File: src/rtl/lcm_seq.sv
// -----------------------------------------------------------------------------
// lcm_seq -- sequential least-common-multiple unit.
//
// Two running multiples of the operands are stepped upward, one addition per
// clock, always advancing whichever is smaller, until the two meet. The
// meeting value is LCM(a,b). A zero operand short-circuits to a result of 0.
//
// Ports:
//   clk        clock, all state changes on the rising edge
//   rst        asynchronous, active-high reset
//   in_valid   operand pair on a/b is valid
//   in_ready   block can accept an operand pair (high only in IDLE)
//   a, b       unsigned operands, WIDTH bits
//   out_valid  result on c/iters is valid
//   out_ready  consumer accepts the result
//   c          LCM(a,b), 2*WIDTH bits
//   iters      number of additions performed for the current result
// -----------------------------------------------------------------------------
module lcm_seq #(
    parameter int WIDTH = 4
) (
    input  logic               clk,
    input  logic               rst,
    input  logic               in_valid,
    output logic               in_ready,
    input  logic [WIDTH-1:0]   a,
    input  logic [WIDTH-1:0]   b,
    output logic               out_valid,
    input  logic               out_ready,
    output logic [2*WIDTH-1:0] c,
    output logic [2*WIDTH-1:0] iters
);

    localparam int RW = 2 * WIDTH;
    localparam logic [RW-1:0] ONE = RW'(1);

    typedef enum logic [1:0] {
        IDLE,
        CALC,
        DONE
    } state_t;

    state_t        state, state_next;
    logic [RW-1:0] ra, rb;   // latched operands, zero-extended
    logic [RW-1:0] ma, mb;   // running multiples of ra and rb

    logic accept;
    logic consume;
    logic zero_op;

    assign accept  = in_valid && in_ready;
    assign consume = out_valid && out_ready;
    assign zero_op = (a == '0) || (b == '0);

    // State register.
    // NOTE: sequential state uses non-blocking assignments so every register
    // samples its inputs from before the edge, independent of statement order.
    always_ff @(posedge clk or posedge rst) begin
        if (rst) begin
            state <= IDLE;
        end else begin
            state <= state_next;
        end
    end

    // Next-state and handshake outputs.
    // NOTE: every signal written here gets a default first so no path leaves it
    // unassigned, which would otherwise infer a latch.
    always_comb begin
        state_next = state;
        in_ready   = 1'b0;
        out_valid  = 1'b0;
        case (state)
            IDLE: begin
                in_ready = 1'b1;
                if (accept) begin
                    state_next = zero_op ? DONE : CALC;
                end
            end
            CALC: begin
                if (ma == mb) begin
                    state_next = DONE;
                end
            end
            DONE: begin
                out_valid = 1'b1;
                // Returning to IDLE first means a new pair can never be taken
                // on the same edge that the result is consumed.
                if (consume) begin
                    state_next = IDLE;
                end
            end
            default: state_next = IDLE;
        endcase
    end

    // Datapath. LCM <= a*b < 2^RW, so none of the additions can overflow.
    always_ff @(posedge clk or posedge rst) begin
        if (rst) begin
            ra    <= '0;
            rb    <= '0;
            ma    <= '0;
            mb    <= '0;
            c     <= '0;
            iters <= '0;
        end else begin
            case (state)
                IDLE: begin
                    if (accept) begin
                        ra    <= {{WIDTH{1'b0}}, a};
                        rb    <= {{WIDTH{1'b0}}, b};
                        ma    <= {{WIDTH{1'b0}}, a};
                        mb    <= {{WIDTH{1'b0}}, b};
                        iters <= '0;
                        // A zero operand has its result ready immediately;
                        // otherwise c keeps the previous result until CALC ends.
                        if (zero_op) begin
                            c <= '0;
                        end
                    end
                end
                CALC: begin
                    if (ma == mb) begin
                        c <= ma;
                    end else if (ma < mb) begin
                        ma    <= ma + ra;
                        iters <= iters + ONE;
                    end else begin
                        mb    <= mb + rb;
                        iters <= iters + ONE;
                    end
                end
                default: ;  // DONE holds c and iters stable under backpressure
            endcase
        end
    end

endmodule

File: config.mk
export PLATFORM = sky130hd
export DESIGN_NAME = lcm_seq
export DESIGN_NICKNAME = d
export VERILOG_FILES = /design/src/rtl/lcm_seq.sv
export SDC_FILE = /design/constraint.sdc
export NUM_CORES = 1
export LEC_CHECK = 0
export CORE_UTILIZATION = 55
export DETAILED_ROUTE_END_ITERATION = 10
export PLACE_DENSITY = 0.79
export REMOVE_ABC_BUFFERS = 1
export SETUP_SLACK_MARGIN = 0.5
export SYNTH_ARGS = -nofsm -noshare
export SYNTH_HDL_FRONTEND = slang
export SYNTH_SLANG_ARGS = --single-unit
File: constraint.sdc
create_clock -name clk -period 2.25 [get_ports clk]
set_input_delay 0.5625 -clock clk [delete_from_list [all_inputs] [get_ports clk]]
set_output_delay 0.5625 -clock clk [all_outputs]
set_load 0.03 [all_outputs]
# ---- Word-level counts from Yosys, hierarchy flattened
# Cells that the tools add are included.
dict set report totals {
  reg_bits 42
  latchBits 0
  mem_bits_rw 0
  romBits 0
  inputBits 12
  mem_count 0
}
dict set report classes {
  addsub 3
  multipliers 0
  div_mod_pow 0
  order_cmp 1
  eq_ne 10
  shifts 0
  n_mux 22
  bitwise_logic 0
  reduce_logical 13
}
# op count
set ops {}
lappend ops {{2-to-1 mux 8 bit} 11}
lappend ops {{case mux 8 bit (2 select lines)} 4}
lappend ops {{adder 8 x 4 -> 8 bit} 2}
lappend ops {{inequality test 2 bit, second input constant} 7}
lappend ops {{AND reduction 4 bit} 3}
lappend ops {{adder 8 x 1 -> 8 bit, second input constant} 1}
lappend ops {{== test 8 bit} 1}
lappend ops {{zero test 4 bit} 2}
lappend ops {{less-than comparator 8 bit} 1}
lappend ops {{2-to-1 mux 2 bit} 4}
lappend ops {{case mux 2 bit (3 select lines)} 1}
lappend ops {{AND reduction 3 bit} 2}
lappend ops {{== test 2 x 1 -> 1 bit, second input constant} 1}
lappend ops {{== test 2 bit, second input constant} 1}
lappend ops {{logical AND 1 bit} 2}
lappend ops {{zero test 2 bit} 1}
lappend ops {{2-to-1 mux 1 bit} 2}
lappend ops {{AND reduction 2 bit} 1}
lappend ops {{nonzero test 2 bit} 1}
lappend ops {{logical OR 1 bit} 1}

# ---- Depth between registers and ports, before layout
dict set report logic_depth {
  word_depth 5
  ltp_mapped 9
  ltp_nobuf 9
}

# ---- Worst setup path before layout
# OpenSTA, ideal clock, no wires.
dict set report synth_path {
  path_type {register to register}
  start {reg ma[5]}
  end {reg ma[6]}
  arrival_time_ns 1.786
  required_ns 2.122
  setup_slack_ns 0.336
  stages_incl_launch_ff 9
  path_buffers 1
  path_cell_list {dfrtp_1 -> ha_1 -> nand4_2 -> o21ai_2 -> or2_4 -> a2bb2oi_2 -> buf_6 -> o21ai_2 -> o41ai_2}
}
dict set report synth_between {
  elab_chain_cells 4
}
# item line_no
set synth_lines {}
lappend synth_lines {{from (decl)} 45} ;# logic [RW-1:0] ma, mb;
lappend synth_lines {{from (signal assigned)} 112} ;# ma <= {{WIDTH{1'b0}}, a};
lappend synth_lines {{from (signal assigned)} 126} ;# ma <= ma + ra;
lappend synth_lines {{adder 8 x 4 -> 8 bit} 126}
lappend synth_lines {{2-to-1 mux 8 bit} 125} ;# end else if (ma < mb) begin
lappend synth_lines {{2-to-1 mux 8 bit} 123} ;# if (ma == mb) begin
lappend synth_lines {{case mux 8 bit (2 select lines)} 107} ;# case (state)
# Several ways; a longest one is shown, not always the timed one. The select of a mux whose other input is x is not followed.
# A chain may end at the register's enable or synchronous reset.

# ---- Final worst setup path
dict set report layout_path {
  start {reg ma[0]}
  end {reg ma[4]}
}
# The elaborated chain is that of the path after synthesis.

==> flow_summary.ini <==
[synthesis]
yosysTopAreaCellShare_pct = 43.64
synthFlopType = dfrtp_1
synth_enable_flop_cells = 0
syn_inst = 241
synth_area_leaders = dfrtp_1 44%, ha_1 8.8%, a22o_1 3.3%, nand2_1 3.1%, nor2_1 3.0%
synthDistinctLibCells = 50
yosys_warnings = 0
ys_async_sr_fraction_pct = 100.0
synth_area_per_cell_um2 = 9.994
yosys_register_bits = 42
synth_seq_area_share_pct = 43.64
yosys.area.top_type = dfrtp_1
netlist_area_um2 = 2409

[worst_hold_path]
hold_depth = 1
min_to = c[6]$_DFFE_PP0P_
hold_class = reg -> reg
hp-start = c[6]$_DFFE_PP0P_

[detailed_routing]
firstDrtPassIters = 5
routed_via_density = 6.485
num_vias = 2406
drcViolationCount = 0
wl_um = 7946
ant_nets = 0
drt_iter0_drc = 264
routedWlPerCell_um = 21.42

[global_routing]
busiest_layer = met2
grt_use_total_pct = 33.49
antenna_found_initial = 0
grt_start_max_net_pins = 43
gr-usage-met3_pct = 7.333
grt_use_met1_pct = 39.62
grt_pass1_vias = 2267
met2_usage_pct = 58.21
grt_pass1_wl_um = 11050
grt_overflow = 0

[critical_path]
worstPathRequired_ns = 2.47
arrival_ns = 2.38
regToRegStartpoint = ma[0]$_DFFE_PP0P_
r2r-end = ma[4]$_DFFE_PP0P_
reg2reg_depth = 10
crit_type = reg -> reg
crit_start = ma[0]$_DFFE_PP0P_
critPathLaunchType = flop
r2r_setup_slack_ns = 0.09
end_kind = flop
path_max_fanout = 4

[placed_design]
globalplace.congestion = 0.8751
io_buffer_count = 29
hpwl_um = 4078
dp_cells = 334
place_ws_ns = -0.05311

[power]
clockPowerShare_pct = 11.9
pwr-share-seq_pct = 20.8
power.internal_mw = 3.396
p_comb_share_pct = 67.3
powerDensity_nw_per_um2 = 1731
sw_frac_of_total_pct = 44.94
ir_worst_vdd_mv = 1.137
p_leak_nw = 1.669
switching_power_mw = 2.772

[outcome]
outcome = finished, final reports clean

[floorplanning]
dieArea_um2 = 4648
core_area_um2 = 4115
die_h_um = 68.18
initial_utilization_pct = 58.53
pin_count = 30
die_x_um = 68.18
row_count = 23

[clock_tree]
cts_buffers = 5
cts_hold_buf = 0
insertion_delay_ns = 0.31
cts.sinks = 42
root_buffer = clkbuf_8
path_clk_slew_ns = 0.09
cts.path.max_buffers = 2
htreeDepth = 2
tritoncts = yes

[timing]
fin_crit_ns = 2.164
skew_ns = 0.007915
worst_pin_slew_ns = 0.5501
slew_violations = 0
finalWorstSetupSlack_ns = 0.08637
finalHoldViolCount = 0
timing.final.crit_share_pct = 96.16
max_freq_ghz = 0.4622
relSlewSlack_pct = 63.33
rsz0062_at_grt = true
setup_viol = 0

[finish]
drive_gt1_share_pct = 41.43
nNetsFinal = 351
final_common_cell = buf_4
layout_common_cells = 42 x buf_4, 38 x dfrtp_1, 16 x dlygate4sd2_1
diodes = 0
fin_cells = 371
syn2layout_area_growth_pct = 47.95

[job]
maxCapViolCount = 0
==> through the flow <==
stage | instance area, um2 | total power, mW | setup TNS [ns] | hold slack, ns | utilization (%)
global placement | 2880 | 3.695 | -0.4048 | 0.4895 | 69.99
CTS | 3415 | 5.479 | 0 | 0.5156 | 82.97
floorplan | 2362 | 2.967 | 0 | 0.4875 | -
finish | 3563 | 6.168 | 0 | 0.5156 | 86.59
global route | 3563 | 6.454 | -0.07815 | 0.5420 | 86.59
detailed placement | 2880 | 3.819 | -0.3606 | 0.4976 | 69.99
==> routing by layer <==
| metal | part of all wire (%) | up-vias |
|---|---|---|
| li1 | - | 1035 |
| met1 | 39 | 1189 |
| met2 | 50 | 138 |
| met3 | 6.1 | 44 |
| met4 | 4.9 | 0 |
| met5 | 0 | - |
==> Yosys cell counts (2+ instances only) <==
master / instances
or4_1: 3
o21ai_0: 9
nand2_1: 20
nand4_1: 6
o211ai_1: 4
a31oi_1: 5
a21oi_1: 7
xor2_1: 7
dfrtp_1: 42
nor3_1: 6
a211oi_1: 3
nand2b_1: 4
buf_2: 4
fa_1: 2
nor4_1: 3
o22a_1: 5
inv_1: 15
nor2_1: 19
o21ai_2: 2
o21ai_1: 9
nor2b_1: 4
nand3_1: 3
a21o_1: 2
ha_1: 17
a22o_1: 9
and3_1: 2
mux2_2: 6
==> state kept, by name, summed over array words and instances (netlist names) <==
name,count
ma,8
mb,8
iters,8
state,2
c,8
ra,4
rb,4
==> worst max path at each step <==
stage | to | cells past startpoint
after floorplan | mb[0]$_DFFE_PP0P_ | 5
after global placement | c[2]$_DFFE_PP0P_ | 6
after detailed placement | c[7]$_DFFE_PP0P_ | 7
after CTS | mb[4]$_DFFE_PP0P_ | 8
after global routing | ma[7]$_DFFE_PP0P_ | 8
final | ma[4]$_DFFE_PP0P_ | 10
==> cell type report <==
cell class	instances	area, um2
multi-input combinational	177	1580
sequential	42	1056
timing repair buffer	79	670.6
fill	184	551.8
clock buffer	5	68.82
clock inverter	3	68.82
tap	50	62.56
inverter	15	56.30
==> critical path, stage by stage, from the launching register on <==
cell and delay (ns):
dfrtp_1 0.41, ha_2 0.24, inv_1 0.06, fa_1 0.41, nor2b_2 0.15, o21ai_0 0.12
nand2b_1 0.17, buf_4 0.15, buf_4 0.10, nand2_1 0.05, o21ai_1 0.20
==> what timing repair did <==
| item | 4_1_cts | 5_1_grt |
|---|---|---|
| gates resized for setup | 75 | 42 |
| pin swaps | 43 | 10 |
| setup endpoints to repair | 51 | 44 |
| cloned | 3 | 0 |
| buffers inserted | 21 | 5 |
| endpoints found under the hold margin | 0 | 0 |
==> cells by family after synthesis <==
group	after synthesis	share of synthesized area (%)
adder cells (fa/ha/maj)	19	10.49
AND/OR/NAND/NOR	79	16.73
buffers and inverters	23	4.259
XOR/XNOR	8	2.909
multiplexers	7	3.221
flip-flops	42	43.64
AO/OA/AOI/OAI	63	18.75
==> power groups by stage <==
stage               combinational, mW  clock (mW)  sequential [mW]
finish                           4.15       0.732             1.28
floorplan                        1.68           0             1.29
global placement                 2.46           0             1.24
global route                     4.38       0.762             1.31
detailed placement               2.57           0             1.25
CTS                              3.53       0.728             1.22
Power figures use the tool's default switching activity.
